### src/rtl/vector_add.sv
// Element-wise signed vector adder with per-element saturation.
// Operands are captured by independent handshakes; the sum is formed TILING elements per cycle.
module vector_add #(
  parameter int VECTOR_LEN        = 5,
  parameter int A_CELL_WIDTH      = 8,
  parameter int B_CELL_WIDTH      = 8,
  parameter int RESULT_CELL_WIDTH = 8,
  parameter int TILING            = 2
) (
  input  logic                                    clk,
  input  logic                                    rst,
  input  logic [VECTOR_LEN*A_CELL_WIDTH-1:0]      a,
  input  logic                                    a_valid,
  output logic                                    a_ready,
  input  logic [VECTOR_LEN*B_CELL_WIDTH-1:0]      b,
  input  logic                                    b_valid,
  output logic                                    b_ready,
  output logic [VECTOR_LEN*RESULT_CELL_WIDTH-1:0] result,
  output logic                                    result_valid,
  input  logic                                    result_ready,
  output logic                                    error
);

  localparam int NUM_TILES = (VECTOR_LEN + TILING - 1) / TILING;
  localparam int TILE_W    = (NUM_TILES > 1) ? $clog2(NUM_TILES) : 1;
  localparam int OP_W      = ((A_CELL_WIDTH > B_CELL_WIDTH) ? A_CELL_WIDTH : B_CELL_WIDTH) + 1;
  localparam int SUM_W     = (OP_W > RESULT_CELL_WIDTH) ? OP_W : RESULT_CELL_WIDTH;

  // Sums are kept at least as wide as the result so the clip bounds are always representable.
  localparam logic signed [SUM_W-1:0] SAT_MAX =
    {{(SUM_W - RESULT_CELL_WIDTH + 1){1'b0}}, {(RESULT_CELL_WIDTH - 1){1'b1}}};
  localparam logic signed [SUM_W-1:0] SAT_MIN = ~SAT_MAX;

  typedef enum logic [1:0] {IDLE, COMPUTE, DONE} state_t;

  state_t                  state, state_n;
  logic                    a_held, b_held;
  logic [TILE_W-1:0]       tile_cnt;
  logic                    tile_last;
  logic                    a_fire, b_fire;
  logic                    sat_any;
  logic                    error_q;

  logic signed [A_CELL_WIDTH-1:0]      a_p0   [VECTOR_LEN];
  logic signed [B_CELL_WIDTH-1:0]      b_p0   [VECTOR_LEN];
  logic signed [SUM_W-1:0]             sum_p0 [VECTOR_LEN];
  logic signed [RESULT_CELL_WIDTH-1:0] res_p1 [VECTOR_LEN];

  function automatic logic sat_hit(input logic signed [SUM_W-1:0] s);
    return (s > SAT_MAX) || (s < SAT_MIN);
  endfunction

  function automatic logic signed [RESULT_CELL_WIDTH-1:0] sat_clip(input logic signed [SUM_W-1:0] s);
    if (s > SAT_MAX)      return SAT_MAX[RESULT_CELL_WIDTH-1:0];
    else if (s < SAT_MIN) return SAT_MIN[RESULT_CELL_WIDTH-1:0];
    else                  return s[RESULT_CELL_WIDTH-1:0];
  endfunction

  assign a_ready      = (state == IDLE) && !a_held;
  assign b_ready      = (state == IDLE) && !b_held;
  assign a_fire       = a_valid && a_ready;
  assign b_fire       = b_valid && b_ready;
  assign tile_last    = (tile_cnt == TILE_W'(NUM_TILES - 1));
  assign result_valid = (state == DONE);
  assign error        = error_q;

  // Stage p0: operand capture
  always_ff @(posedge clk) begin
    if (a_fire) begin
      for (int i = 0; i < VECTOR_LEN; i++) a_p0[i] <= a[i*A_CELL_WIDTH +: A_CELL_WIDTH];
    end
    if (b_fire) begin
      for (int i = 0; i < VECTOR_LEN; i++) b_p0[i] <= b[i*B_CELL_WIDTH +: B_CELL_WIDTH];
    end
  end

  always_comb begin
    sat_any = 1'b0;
    for (int i = 0; i < VECTOR_LEN; i++) begin
      sum_p0[i] = SUM_W'(a_p0[i]) + SUM_W'(b_p0[i]);
      if ((tile_cnt == TILE_W'(i / TILING)) && sat_hit(sum_p0[i])) sat_any = 1'b1;
    end
  end

  // Stage p1: saturated result tile and sticky error
  always_ff @(posedge clk) begin
    if (rst) begin
      for (int i = 0; i < VECTOR_LEN; i++) res_p1[i] <= '0;
      error_q <= 1'b0;
    end else if (state == COMPUTE) begin
      for (int i = 0; i < VECTOR_LEN; i++) begin
        if (tile_cnt == TILE_W'(i / TILING)) res_p1[i] <= sat_clip(sum_p0[i]);
      end
      if (sat_any) error_q <= 1'b1;
    end else if ((state == DONE) && result_ready) begin
      error_q <= 1'b0;
    end
  end

  for (genvar g = 0; g < VECTOR_LEN; g++) begin : g_pack
    assign result[g*RESULT_CELL_WIDTH +: RESULT_CELL_WIDTH] = res_p1[g];
  end

  always_ff @(posedge clk) begin
    if (rst) begin
      state    <= IDLE;
      a_held   <= 1'b0;
      b_held   <= 1'b0;
      tile_cnt <= '0;
    end else begin
      state <= state_n;
      if (a_fire) a_held <= 1'b1;
      if (b_fire) b_held <= 1'b1;
      // Held flags drop as the operation starts so the next IDLE visit re-opens both inputs.
      if ((state == IDLE) && a_held && b_held) begin
        a_held <= 1'b0;
        b_held <= 1'b0;
      end
      if (state == COMPUTE) tile_cnt <= tile_last ? '0 : tile_cnt + TILE_W'(1);
    end
  end

  always_comb begin
    state_n = state;
    case (state)
      IDLE:    if (a_held && b_held) state_n = COMPUTE;
      COMPUTE: if (tile_last) state_n = DONE;
      DONE:    if (result_ready) state_n = IDLE;
      default: state_n = IDLE;
    endcase
  end

endmodule

### config.mk
export PLATFORM = sky130hd
export DESIGN_NAME = vector_add
export DESIGN_NICKNAME = d
export VERILOG_FILES = /design/src/rtl/vector_add.sv
export SDC_FILE = /design/constraint.sdc
export NUM_CORES = 1
export LEC_CHECK = 0
export BUFFER_PORTS_ARGS = -buffer_cell sky130_fd_sc_hd__buf_2
export CAP_MARGIN = 5
export CORE_MARGIN = 4
export CORE_UTILIZATION = 51
export CTS_BUF_LIST = sky130_fd_sc_hd__clkbuf_4 sky130_fd_sc_hd__clkbuf_8
export DETAILED_ROUTE_END_ITERATION = 10
export PLACE_DENSITY = 0.78
export SYNTH_ARGS = -nofsm -noshare
export SYNTH_HDL_FRONTEND = slang
export SYNTH_SLANG_ARGS = --single-unit
### constraint.sdc
create_clock -name clk -period 2.4 [get_ports clk]
set_clock_uncertainty 0.05 [all_clocks]
set_input_delay 0.12 -clock clk [delete_from_list [all_inputs] [get_ports clk]]
set_output_delay 0.12 -clock clk [all_outputs]
set_load 0.01 [all_outputs]
; Word-level counts from Yosys, hierarchy flattened
; Memories as Yosys holds them, arrays and structs flattened.
; Cells that the tools add are included.
[totals]
register_bits = 7
ramBits = 120
out_inout_bits = 44
memories = 3
[mem_list]
columns = memory, words, word_bits, rd, rd_clocked_by_memory_dff, wr, line_no
row1 = a_p0, 5, 8, 5, 0, 5, 44  ; logic signed [A_CELL_WIDTH-1:0] a_p0 [VECTOR_LEN];
row2 = b_p0, 5, 8, 5, 0, 5, 45  ; logic signed [B_CELL_WIDTH-1:0] b_p0 [VECTOR_LEN];
row3 = res_p1, 5, 8, 5, 0, 5, 47  ; logic signed [RESULT_CELL_WIDTH-1:0] res_p1 [VECTOR_LEN];
[op_classes]
n_addsub = 6
magnitude_cmp = 10
n_eq_ne = 8
mux = 61
n_bitwise = 5
reduce_logical = 26
[op_table]
columns = cell, count
row1 = $mux 8, 30
row2 = $add 8x8->9, 5
row3 = $gt 9x8->1 const B, 5
row4 = $lt 9x8->1 const B, 5
row5 = $mux 1, 26
row6 = $logic_and 1x1->1, 13
row7 = $mux 2, 4
row8 = $pmux 2 s3, 1
row9 = $logic_or 1x1->1, 5
row10 = $or 1x1->1, 5
row11 = $eq 2x1->1 const B, 2
row12 = $eq 2x2->1 const B, 2
row13 = $logic_not 2->1, 2
row14 = $ne 2x1->1 const B, 2
row15 = $ne 2x2->1 const B, 2
row16 = $reduce_and 3->1, 1
row17 = $add 2x1->2 const B, 1
row18 = $logic_not 1->1, 2
row19 = $reduce_and 2->1, 1
row20 = $reduce_bool 2->1, 1
row21 = $reduce_or 2->1, 1

; Longest topological paths before layout
; Gate-level depths: netlist of run 1.
[logic_depth]
depth_word = 11
depth_mapped = 10

; Worst setup path after synthesis of run 1
; OpenSTA, ideal clock, no wires.
[synth_path]
kind = reg-to-reg
startpoint = memory b_p0[0][0]
endpoint = memory res_p1[0][3], data pin
arrival_time_ns = 2.266
required_ns = 2.080
setup_slack_ns = -0.186
path_stages_with_launch = 11
cell_sequence = edfxtp_1 -> ha_1 -> fa_1 -> a21o_1 -> a21oi_1 -> o21ai_1 -> a31o_2 -> or2_1 -> clkbuf_1 -> o211ai_1 -> a21oi_1
[synth_lines]
columns = element, line_no
row1 = "start, declared", 45
row2 = "end, declared", 47

==> results of run 1 <==
==> flip-flops by register name, indices dropped and copies added (netlist names) <==
register and cells:
error 1, a_held 1, tile_cnt 2, b_held 1, b_p0 40, a_p0 40
res_p1 40, state 2
==> metal layers <==
| metal | share of wire | vias up |
|---|---|---|
| met5 | 0 | - |
| met4 | 0.023 | 0 |
| met3 | 0.059 | 36 |
| met2 | 0.56 | 169 |
| met1 | 0.36 | 2283 |
| li1 | - | 2287 |
==> kinds of logic (layout without fill, tap and decap cells) <==
group,count (synthesis),after routing,synth area share
compound gates,131,131,0.149
xor+xnor,22,22,0.0320
fa+ha+maj,45,45,0.0998
buf+inv,18,302,0.0112
flops,127,127,0.622
mux,3,3,0.00520
simple gates,106,106,0.0807
==> synthesized netlist by cell type, drive strengths merged (2+ instances only) <==
cell type / n
clkbuf: 6
a31oi: 2
nand2: 24
o211ai: 5
nor2: 46
a311oi: 2
xor2: 7
o41ai: 3
a21o: 9
ha: 40
nand3b: 2
xnor2: 15
o21ai: 25
fa: 5
o22ai: 2
nor3: 7
o21bai: 3
o21a: 9
edfxtp: 120
a211o: 2
o31ai: 11
or2: 5
nand2b: 10
nor2b: 5
a21oi: 33
mux2i: 2
and2: 3
a211oi: 14
inv: 12
dfxtp: 7
==> power by group through the flow <==
stage / sequential [uW] / combinational (uW) / clock (uW)
global placement: 2700 / 1030 / 0
detailed placement: 2710 / 1070 / 0
floorplan: 2720 / 662 / 0
finish: 2670 / 1420 / 2050
CTS: 2670 / 1260 / 2060
global route: 2680 / 1550 / 2190
==> worst max-delay path, cell delays in order (launching register included) <==
cell                       delay (ns)
sky130_fd_sc_hd__edfxtp_1        0.38
sky130_fd_sc_hd__ha_2            0.21
sky130_fd_sc_hd__fa_2            0.34
sky130_fd_sc_hd__a211oi_2        0.26
sky130_fd_sc_hd__nor2_2          0.08
sky130_fd_sc_hd__o41ai_2         0.26
sky130_fd_sc_hd__nand3b_1        0.16
sky130_fd_sc_hd__mux2_4          0.33
sky130_fd_sc_hd__o221a_4         0.26
sky130_fd_sc_hd__o211ai_1        0.14
==> through the flow <==
stage	power [uW]	instances	TNS, ns	utilization	instance area (um^2)
after floorplan	3390	452	-0.0429	-	6040
after global placement	3730	752	-1.64	0.621	7120
after detailed placement	3780	752	-3.17	0.621	7120
after CTS	5990	874	-0.825	0.749	8590
after global routing	6420	879	-4.20	0.768	8810
final	6140	879	-1.16	0.768	8810
==> worst max-delay path by stage <==
stage,slack (ns),depth (start not counted),to,startpoint
floorplan,-0.04,10,res_p1[0][3],b_p0[0][0]
global placement,-0.14,8,res_p1[0][11],b_p0[0][9]
detailed placement,-0.19,8,res_p1[0][11],b_p0[0][9]
CTS,-0.12,9,error,b_p0[0][8]
global route,-0.24,9,error,b_p0[0][8]
finish,-0.14,9,error,b_p0[0][8]
==> timing repair <==
action	in CTS	in global routing
hold endpoints to repair	86	0
buffers inserted	5	5
hold buffers	85	0
endpoints found under the setup margin	36	36
pin swaps	33	39
resized for setup	40	50
==> area by class of cell <==
| type | instances | area [um^2] |
|---|---|---|
| fillers | 684 | 2660 |
| repair buffers | 258 | 1850 |
| well taps | 143 | 179 |
| multi-input cells | 307 | 2560 |
| clock inverters | 14 | 196 |
| flip-flops and latches | 127 | 3740 |
| clock buffers | 18 | 241 |
| inverters | 12 | 45.0 |
==> results, run 1 <==
- The library cells used most frequently in the layout, excluding fill and tap cells, are sky130_fd_sc_hd__buf_2 (128), sky130_fd_sc_hd__edfxtp_1 (120), sky130_fd_sc_hd__dlygate4sd3_1 (85).
- The total overflow left after global routing is 0.
- The initial core utilization is 0.525.
- The share of total power dissipated in the clock network is 0.334.
- Routability-driven placement finished with a final weighted congestion of between 0.8 and 0.9.
- The final net count is approximately 850.
- In the global route stage, met1 resource usage came out at 0.245.
- The number of buffers inserted during clock tree synthesis is 17.
- Leaving out fill and tap cells, the most frequent cell in the layout is sky130_fd_sc_hd__buf_2.
- In the final routed layout, each cell accounts on average for ~18 um.
- The transition time at the pin with the least slew margin is 0.445 ns.
- Summed over all nets, the switching power comes to around 1600 uW.
- The ratio of cells with drive above 1 in the final layout is 0.393.
- The sink count of the clock tree is 127.
- For flop-to-flop paths, the worst setup slack is -0.14 ns.
- From left edge to right edge, the die measures 117 um.
- The number of synthesized register bits is approximately 130.
- The top fanout value on the critical path is 2.
- The internal power consumption is ~4500 uW.
- The most used routing layer is met2.
- The startpoint identified for the worst hold timing path is b[36].
- A synthesized cell averages 13.3 um^2.
- In this run the remaining antenna-violating nets after routing total 0.
- The clock latency reported for the late side of the worst-skew pair is 0.43 ns.
- The via count normalized by instance count is 5.43.
- During synthesis, Yosys emitted a total of 0 warnings.
- The overall die height is between 100 and 150 um.
- In the global route stage, met2 resource usage came out at 0.438.
- The fmax is around 0.4 GHz.
- Setup repair after global routing could not meet its margin everywhere.
- The class of the tightest hold or removal check is primary input to register.
- The number of max-slew violations in the final report is 0.
- Compared with the post-synthesis result, the final layout area differs by 46.5%.
- The core outline area is about 11000 um^2.
- The most used flip-flop cell after synthesis is sky130_fd_sc_hd__edfxtp_1.
- Across the VDD grid, the largest voltage drop is approximately 0.0008 V.
- Clock-pin slew was measured on the worst setup and hold paths at around 0.070 ns.
- The startpoint identified for the worst register-to-register timing path is b_p0[0][8].
- In the finished design, the share of the clock period the worst path needs comes to 1.06.
- The number of cells traversed by the worst hold path is 2.
- The die covers about 14000 um^2.
- The share of the synthesized area in the top cell type is 0.599.
- Across all setup checks in the final design, the least slack found is -0.142 ns.
- The sum of routed wire length over all layers is ~15 mm.
- TritonCTS built the clock tree.
- The global-route met3 utilization is 0.0674.
- The relative max-transition margin is 0.703.
- The depth of the worst register-to-register path is 9.
- The via count of the first global-routing pass was a little under 5000.
- Max-cap violations in this run came to 0.
- The number of antenna violations at the first check in global routing is 0.
- The number of different library cells used by synthesis comes to slightly above 50.
- The first detailed-routing pass ran for 4 iterations.
- The power per cell area is around 700 nW/um^2.
- For this run, asynchronously set or reset flops after synthesis account for 0.
- Counting flops with a built-in enable in the synthesized netlist gives 120.
- The worst setup path is captured at a register.
- For this run, the register share of the synthesized area comes to 0.622.
- For this run, design rule violations remaining after detail routing come to 0.
- The first-pass GRT wire length is approximately 24 mm.
- The share of total power dissipated in combinational logic is 0.232.
- The worst setup path is launched from a register.
- The checks that failed: setup timing.
- The tree is rooted in a sky130_fd_sc_hd__clkbuf_8.
- The run finished, with violations left.
- At the placement stage, the worst setup path has a slack of -0.194 ns.
- The via total after detailed routing is 4775.
- The antenna diode count is 0.
- The total number of placement rows is 39.
- The total nets after synthesis is 582.
- Ranked by total cell area, the synthesized netlist is headed by sky130_fd_sc_hd__edfxtp_1 (60%), sky130_fd_sc_hd__ha_1 (8.3%), sky130_fd_sc_hd__nor2_1 (2.9%), sky130_fd_sc_hd__a21oi_1 (2.7%), sky130_fd_sc_hd__dfxtp_1 (2.3%).
- The final hold violation count is 0.
- The critical path is of the register to register type.
- The final period demand of the worst path is between 2 and 3 ns.
- The analysis attributes to cell leakage a power of between 0.003 and 0.004 uW.
- In this run the number of H-tree levels came out at 4.
- Once detailed placement completed, the half-perimeter wirelength came to roughly 9.4 mm.
- Entering global routing, the biggest net connects 41 pins.
- Synthesis produced a netlist whose cell count is ~450.
- The biggest area consumer among synthesized cells is sky130_fd_sc_hd__edfxtp_1.
- The area of the mapped netlist is 6020 um^2.
- Final hold analysis gives a worst-case slack of roughly 0.34 ns.
- The net switching share of the total power is 0.265.
- The required time of the critical path is between 2 and 3 ns.
- During placement, the flow inserted port buffers numbering approximately 130.
- The buffer levels on the longest clock path is 2.
- Data arrives at the worst endpoint at 2.85 ns.
- The final-report setup violation count is 21.
- For this block, the initial DRC count from the detailed router was around 360.
- The path with the worst hold slack has its endpoint at b_p0[0][36].
- The number of primary I/O pins is 129.
- The endpoint of the most critical register-to-register path is error.
- For this run, the total global-route usage over all layers was measured as 0.233.
- Of the total power, registers draw 0.435.
(Power assumes the default switching activity.)
==> run 2: changes to the inputs <==
--- a/config.mk
+++ b/config.mk
@@ -8,10 +8,11 @@
 export BUFFER_PORTS_ARGS = -buffer_cell sky130_fd_sc_hd__buf_2
 export CAP_MARGIN = 5
 export CORE_MARGIN = 4
-export CORE_UTILIZATION = 51
+export CORE_UTILIZATION = 57
 export CTS_BUF_LIST = sky130_fd_sc_hd__clkbuf_4 sky130_fd_sc_hd__clkbuf_8
 export DETAILED_ROUTE_END_ITERATION = 10
-export PLACE_DENSITY = 0.78
+export GPL_ROUTABILITY_DRIVEN = 0
+export PLACE_DENSITY = 0.83
 export SYNTH_ARGS = -nofsm -noshare
 export SYNTH_HDL_FRONTEND = slang
 export SYNTH_SLANG_ARGS = --single-unit
==> constraint.sdc (replaced) <==
create_clock -name clk -period 2.6 [get_ports clk]
set_clock_uncertainty 0.05 [all_clocks]
set_input_delay 0.13 -clock clk [delete_from_list [all_inputs] [get_ports clk]]
set_output_delay 0.13 -clock clk [all_outputs]
set_load 0.01 [all_outputs]
==> results, run 2 (synthesized netlist as in run 1, its figures left out) <==
- The run finished with clean final reports.
- The clock tree synthesis step divided the H-tree into 4 levels.
- The clock-pin slew reported for the worst setup and hold paths after clock tree synthesis is 0.07 ns.
- Dividing total power by cell area gives a power density of approximately 630 nW/um^2.
- The total area of sequential cells is approximately 3700 um^2.
- Tracing the worst setup path back leads to its startpoint at b_p0[0][0].
- In this run the worst path has a maximum fanout of 3.
- Before antenna repair, the detailed router went through 5 iterations.
- The initial utilization of the core area, before any placement, comes to 0.583.
- Setup violations remaining at the end of the flow were counted as 0.
- The final antenna-violating net count is 0.
- The cell family contributing the most delay on the critical path is compound AO/OA/AOI/OAI gates.
- At the pin with the least slew margin, the transition time is roughly 0.51 ns.
- The die outline width is around 110 um.
- Clock tree synthesis selected as its root buffer the cell sky130_fd_sc_hd__clkbuf_8.
- The final hold violation count is 0.
- The peak supply drop is ~0.00050 V.
- The library cell contributing the largest single delay on the critical path is sky130_fd_sc_hd__edfxtp_1.
- The CTS tree is yes.
- Relative to the synthesized area, the layout overhead comes to 39.3%.
- In this run the critical register-to-register path is launched from b_p0[0][0].
- The standby leakage power is ~0.0034 uW.
- The non-filler instance count after layout is about 850.
- The overall die height is approximately 110 um.
- The worst hold margin is around 0.36 ns.
- The via count of the first global-routing pass came to between 4000 and 5000.
- The class of the tightest hold or removal check is primary input to register.
- The maximum number of pins on one net before global-route repair is 31.
- Leaving out fill and tap cells, the most frequent cell in the layout is sky130_fd_sc_hd__buf_2.
- The worst setup path is captured at a register.
- Setup repair after global routing could not meet its margin everywhere.
- The worst setup path is of the register to register kind.
- The first global-routing pass estimated 23.8 mm of wire.
- The number of antenna violations at the first check in global routing was 1.
- The routed length per instance is ~18 um.
- The total of buffers placed on input and output ports is ~130.
- The type of origin of the critical path is a register.
- For this run, design rule violations remaining after detail routing come to 0.
- The global-route usage over all layers is 0.247.
- Leaving out fill and tap cells, the most frequent cells in the layout are sky130_fd_sc_hd__buf_2 (128), sky130_fd_sc_hd__edfxtp_1 (120), sky130_fd_sc_hd__dlygate4sd3_1 (86).
- After detailed routing, the number of vias per cell comes to roughly 5.5.
- Counting the buffers created by CTS gives 17.
- In the final layout, the multi-input gates occupy 2380 um^2.
- The share of the core filled with cells is 0.812.
- The routed design has roughly 15 mm of wire.
- The leftover overflow at the end of global routing is 0.
- The instance count after placement with tap cells included is 726.
- The critical path goes through ha_1 > fa_2 > a21o_1 > a21oi_2 > o21ai_2 > a31o_2 > buf_4 > xnor2_1 > o31ai_1 > o211ai_1.
- The clock latency reported for the late side of the worst-skew pair is between 0.4 and 0.5 ns.
- The final net count is about 830.
- The die covers around 12000 um^2.
- The via total after detailed routing is ~4700.
- The buffer levels on the longest clock path is 2.
- In the final layout, the registers with the most flip-flops are a_p0 x40, b_p0 x40, res_p1 x40.
- After filler insertion, the fill cell instance count of the layout stands at around 550.
- The number of primary I/O pins is between 100 and 150.
- The count of buffering cells on the critical path with inverters included is 1.
- The startpoint identified for the worst hold timing path is a[2].
- For this design, the sink count on the clock tree is roughly 130.
- In the post-route analysis, the smallest setup slack over all paths is 0.0591 ns.
- For the worst setup path, the data arrival time is between 2 and 3 ns.
- The HPWL after detailed placement is just over 9 mm.
- In this run the tightest slew margin relative to its limit is 0.655.
- Data on the critical path is required at its endpoint by about 2.8 ns.
- The tool flagged a number of max-cap violations equal to 0.
- Prior to clock tree synthesis, the placed netlist has a worst setup slack of -0.104 ns.
- The number of max-slew violations in the final report came to 0.
- Derived from the worst setup path, the maximum achievable clock frequency is between 0.3 and 0.4 GHz.
- The ratio of cells with drive above 1 in the final layout is 0.310.
- After floorplanning, the core was divided into 37 placement rows.
- The period utilization is 0.977.
- The largest single stage delay on the critical path is about 0.38 ns.
- After floorplanning, the core was sized to cover 10300 um^2.
- The worst path in the final design needs a cycle of roughly 2.5 ns, including I/O delays and setup.
- The detailed router finished its first iteration with between 300 and 400 violations.
run 2: final timing paths:
kind / cells past startpoint / slack (ns) / endpoint
max: 10 / 0.06 / error
min: 2 / 0.36 / a_p0[0][2]
max reg2reg: 10 / 0.06 / error
min reg2reg: 1 / 0.50 / state[0]
run 2: area by class of cell:
cell class / instances / area share
multi-input cells: 307 / 0.284
clock inverters: 10 / 0.0145
flip-flops and latches: 127 / 0.447
repair buffers: 234 / 0.199
diodes: 1 / 0.000299
clock buffers: 20 / 0.0306
inverters: 12 / 0.00537
well taps: 136 / 0.0203
run 2: per-stage QoR:
| step | instance area (um^2) | power (uW) | TNS, ns |
|---|---|---|---|
| 6_report | 8380 | 5290 | 0 |
| 5_1_grt | 8380 | 5510 | -0.722 |
| 4_1_cts | 8210 | 5190 | 0 |
| 3_5_place_dp | 6940 | 3420 | -0.928 |
| 3_3_place_gp | 6940 | 3380 | -0.481 |
| 2_1_floorplan | 6020 | 3120 | 0 |
run 2: power breakdown:
part	switching, uW	leakage, uW	total [uW]	internal (uW)
sequential	60.0	0.00123	2460	2400
clock	730	0.000190	1680	951
combinational	613	0.00201	1150	533
total	1400	0.00343	5290	3890
run 2: routing by layer:
metal  up-vias  track usage  wire length (um)
li1       2233            -                 -
met2       180        0.453              8160
met4         0       0.0920               376
met5         -            0                 0
met1      2226        0.277              5660
met3        34       0.0606               858
run 2: timing repair:
action / 4_1_cts / 5_1_grt
endpoints found under the hold margin: 86 / 0
hold buffers: 86 / 0
setup buffers: 0 / 4
pin swaps: 5 / 20
gates resized for setup: 8 / 37
setup endpoints to repair: 17 / 36
==> run 3: changes to the inputs <==
--- a/config.mk
+++ b/config.mk
@@ -5,6 +5,7 @@
 export SDC_FILE = /design/constraint.sdc
 export NUM_CORES = 1
 export LEC_CHECK = 0
+export ABC_AREA = 1
 export BUFFER_PORTS_ARGS = -buffer_cell sky130_fd_sc_hd__buf_2
 export CAP_MARGIN = 5
 export CORE_MARGIN = 4
==> results, run 3 <==
- The via total after detailed routing is 4737.
- The total number of placement rows is 37.
- The average instance in the mapped netlist occupies approximately 11 um^2.
- In this run the power spent charging and discharging nets is around 1500 uW.
- The worst hold path was traced through 2 stages.
- The net switching share of the total power is 0.288.
- The die covers between 10000 and 15000 um^2.
- The share of the synthesized area in the top cell type is 0.587.
- The number of max-slew violations in the final report is 0.
- The number of synthesized register bits is roughly 130.
- By area the synthesized netlist is led by sky130_fd_sc_hd__edfxtp_1 (59%), sky130_fd_sc_hd__ha_1 (8.2%), sky130_fd_sc_hd__nand2_1 (7.6%), sky130_fd_sc_hd__inv_1 (2.8%), sky130_fd_sc_hd__nor2_1 (2.8%).
- The die is ~110 um wide.
- The largest registers in the layout are a_p0 x40, b_p0 x40, res_p1 x40.
- The fmax is roughly 0.44 GHz.
- The flow ran to the end, and the final reports show no timing, DRC or antenna violations.
- The power per cell area is approximately 640 nW/um^2.
- TritonCTS created 17 clock buffers.
- The async set-reset flop share out of synthesis is 0.
- Entering global routing, the biggest net connects 40 pins.
- The deepest level of the CTS H-tree is 4.
- After routing, the total negative slack on setup checks comes to 0 ns.
- The sink count of the clock tree is around 130.
- The worst hold margin is roughly 0.076 ns.
- The final net count is between 900 and 1000.
- The tightest min-delay check is of the primary input to register type.
- The total power is 5230 uW.
- The worst path in the final design needs a cycle of approximately 2.3 ns, including I/O delays and setup.
- The HPWL after detailed placement is a little over 9 mm.
- The number of maximum-capacitance violations is 0.
- The element type at the critical path end is a register.
- Setup repair after global routing left no endpoint under its margin.
- For this run, design rule violations remaining after detail routing come to 0.
- The share of the core filled with cells is 0.788.
- The leftover overflow at the end of global routing is 0.
- After the first detailed-routing iteration, the DRC count stood at 283.
- The part of the total power dissipated in the clock network is 0.311.
- Yosys printed 0 warnings.
- The count of distinct cell types in the synthesized netlist is 33.
- Of all cell types, the one taking the most synthesized area is sky130_fd_sc_hd__edfxtp_1.
- The total nets after synthesis is 673.
- Relative to the synthesized area, the layout overhead comes to 33.7%.
- The overall die height is 112 um.
- In the finished design, the share of the clock period the worst path needs comes to 0.872.
- VDD sags by at most ~0.00057 V.
- Counting flops with a built-in enable in the synthesized netlist gives 120.
- The number of setup buffers added after CTS is 0.
- The internal power consumption is approximately 3700 uW.
- Dividing the detail-routed wire length by the instance count gives 15.4 um.
- The library cells used most frequently in the layout, excluding fill and tap cells, are sky130_fd_sc_hd__buf_2 (128), sky130_fd_sc_hd__nand2_1 (125), sky130_fd_sc_hd__edfxtp_1 (120).
- The via count normalized by instance count is between 5 and 6.
- Among all cell types in the netlist, the one instantiated most often is sky130_fd_sc_hd__nand2_1.
- The clock root buffer master is sky130_fd_sc_hd__clkbuf_8.
- The core outline area is between 10000 and 15000 um^2.
- STA classifies the critical path startpoint as a register.
- Counting the fill cells in the layout gives 630.
- The repair_antennas step left the layout with diodes totalling 0.
- The buffer levels on the longest clock path is 2.
- Headroom to the max-slew limit came out at 0.467.
- The ratio of cells with drive above 1 in the final layout is 0.240.
- The initial utilization of the core area, before any placement, comes to 0.589.
- The depth of the worst register-to-register path is 12.
- The combinational power share is 0.216.
- The leading cell type in the layout, fill and taps excluded is sky130_fd_sc_hd__buf_2.
- In this run the cell area of the synthesized design comes to 6140 um^2.
- The first global-routing pass estimated about 24 mm of wire.
- By startpoint and endpoint, the worst setup path is classified as register to register.
- Clock latency on the worst-skew pair, taken at its later pin, is between 0.4 and 0.5 ns.
- The total of hold buffers inserted after clock tree synthesis is 83.
- After clock tree synthesis, the clock-pin slew on the worst setup and hold paths is about 0.070 ns.
- The number of primary I/O pins is 129.
- The number of antenna violations at the first check in global routing came to 0.
- The final hold violation count is 0.
- For this run, the register share of the synthesized area comes to 0.610.
- Of all nets on the critical path, the largest fanout is 6.
- After synthesis, the most frequently instantiated cells are sky130_fd_sc_hd__nand2_1 (125), sky130_fd_sc_hd__edfxtp_1 (120), sky130_fd_sc_hd__inv_1 (46), sky130_fd_sc_hd__nor2_1 (46), sky130_fd_sc_hd__ha_1 (40).
- The required time of the critical path is between 2 and 3 ns.
- Across every metal layer, demand over resource in global routing totals 0.243.
- The number of cells produced by synthesis is roughly 540.
- The main flop type after synthesis is sky130_fd_sc_hd__edfxtp_1.
- At the pin with the least slew margin, the transition time is 0.800 ns.
- In this run the static leakage power is 0.00364 uW.
- The register share of total power is 0.473.
- The via count of the first global-routing pass is 5035.
- The number of gates given a new drive strength after cts is 0.
- The sum of routed wire length over all layers is around 14 mm.
- Setup violations remaining at the end of the flow were counted as 0.
- The CTS tree is yes.
- The first detailed-routing pass took 5 iterations.
- The count of nets left with antenna violations once routing finished came out at 0.
- For the worst setup path, the data arrival time is about 2.4 ns.
- The total of buffers placed on input and output ports is between 100 and 150.
==> run 3: changes by cell type in the layout (fill, tap and decap cells not counted), moves of 7 or more <==
cell / previous run / this run
sky130_fd_sc_hd__a211oi_1: 7 / 0
sky130_fd_sc_hd__nand2_1: 20 / 125
sky130_fd_sc_hd__a211oi_2: 7 / 0
sky130_fd_sc_hd__inv_1: 12 / 46
sky130_fd_sc_hd__o31ai_1: 8 / 0
sky130_fd_sc_hd__nand2b_1: 10 / 0
sky130_fd_sc_hd__buf_4: 19 / 1
sky130_fd_sc_hd__o21a_1: 9 / 1
sky130_fd_sc_hd__nand3_1: 1 / 32
==> run 3: through the flow <==
stage          instance area, um^2  worst slack, ns  cells
4_1_cts                       8210            0.328    923
3_5_place_dp                  7000            0.335    808
6_report                      8210            0.334    923
2_1_floorplan                 6150          -0.0572    543
5_1_grt                       8210           0.0955    923
3_3_place_gp                  7000            0.455    808
==> run 3: cell families (layout without fill, tap and decap cells) <==
family | count (synthesis) | after routing | share of synthesized area
xor gates and xnor gates | 25 | 25 | 0.0357
adders and majority gates | 45 | 45 | 0.0978
AOI/OAI and AO/OA | 67 | 67 | 0.0640
and+or+nand+nor | 229 | 229 | 0.162
DFF | 127 | 127 | 0.610
buffers and inverters | 50 | 294 | 0.0306
==> run 3: worst paths after layout <==
| check | startpoint | end | slack [ns] |
|---|---|---|---|
| setup / recovery | b_p0[0][24] | res_p1[0][28] | 0.33 |
| hold / removal | b_valid | b_p0[0][17] | 0.08 |
| setup reg to reg | b_p0[0][24] | res_p1[0][28] | 0.33 |
| hold reg to reg | error | error | 0.43 |
==> run 3: worst max-delay path, cell delays in order, from the launching register on <==
cell and delay, ns:
sky130_fd_sc_hd__edfxtp_1 0.37, sky130_fd_sc_hd__ha_1 0.24, sky130_fd_sc_hd__fa_1 0.41, sky130_fd_sc_hd__nand3_1 0.09, sky130_fd_sc_hd__nand2_1 0.10, sky130_fd_sc_hd__nand2_1 0.07, sky130_fd_sc_hd__nand2_1 0.08, sky130_fd_sc_hd__inv_1 0.06
sky130_fd_sc_hd__nand3_1 0.16, sky130_fd_sc_hd__inv_1 0.15, sky130_fd_sc_hd__nor2_1 0.06, sky130_fd_sc_hd__nor2_1 0.11, sky130_fd_sc_hd__nor2_1 0.05
==> run 3: layer usage <==
metal | wire length [um] | GRT usage | vias up
met4 | 316 | 0.0933 | 0
met1 | 5640 | 0.276 | 2204
met2 | 7430 | 0.433 | 156
li1 | - | - | 2347
met3 | 816 | 0.0668 | 30
met5 | 0 | 0 | -
==> run 3: cell type report <==
type | instances | area, um^2 | area share
Clock buffer | 17 | 234 | 0.0285
Clock inverter | 15 | 148 | 0.0180
Inverter | 49 | 184 | 0.0224
Multi-Input combinational cell | 366 | 2230 | 0.272
Sequential cell | 127 | 3740 | 0.456
Tap cell | 136 | 170 | 0.0207
Timing Repair Buffer | 213 | 1500 | 0.183
==> run 3: power by group through the flow <==
stage / combinational [uW] / sequential [uW] / clock (uW)
floorplan: 702 / 2530 / 0
global placement: 972 / 2510 / 0
detailed placement: 1010 / 2520 / 0
CTS: 1120 / 2470 / 1640
global route: 1270 / 2490 / 1750
finish: 1130 / 2470 / 1630
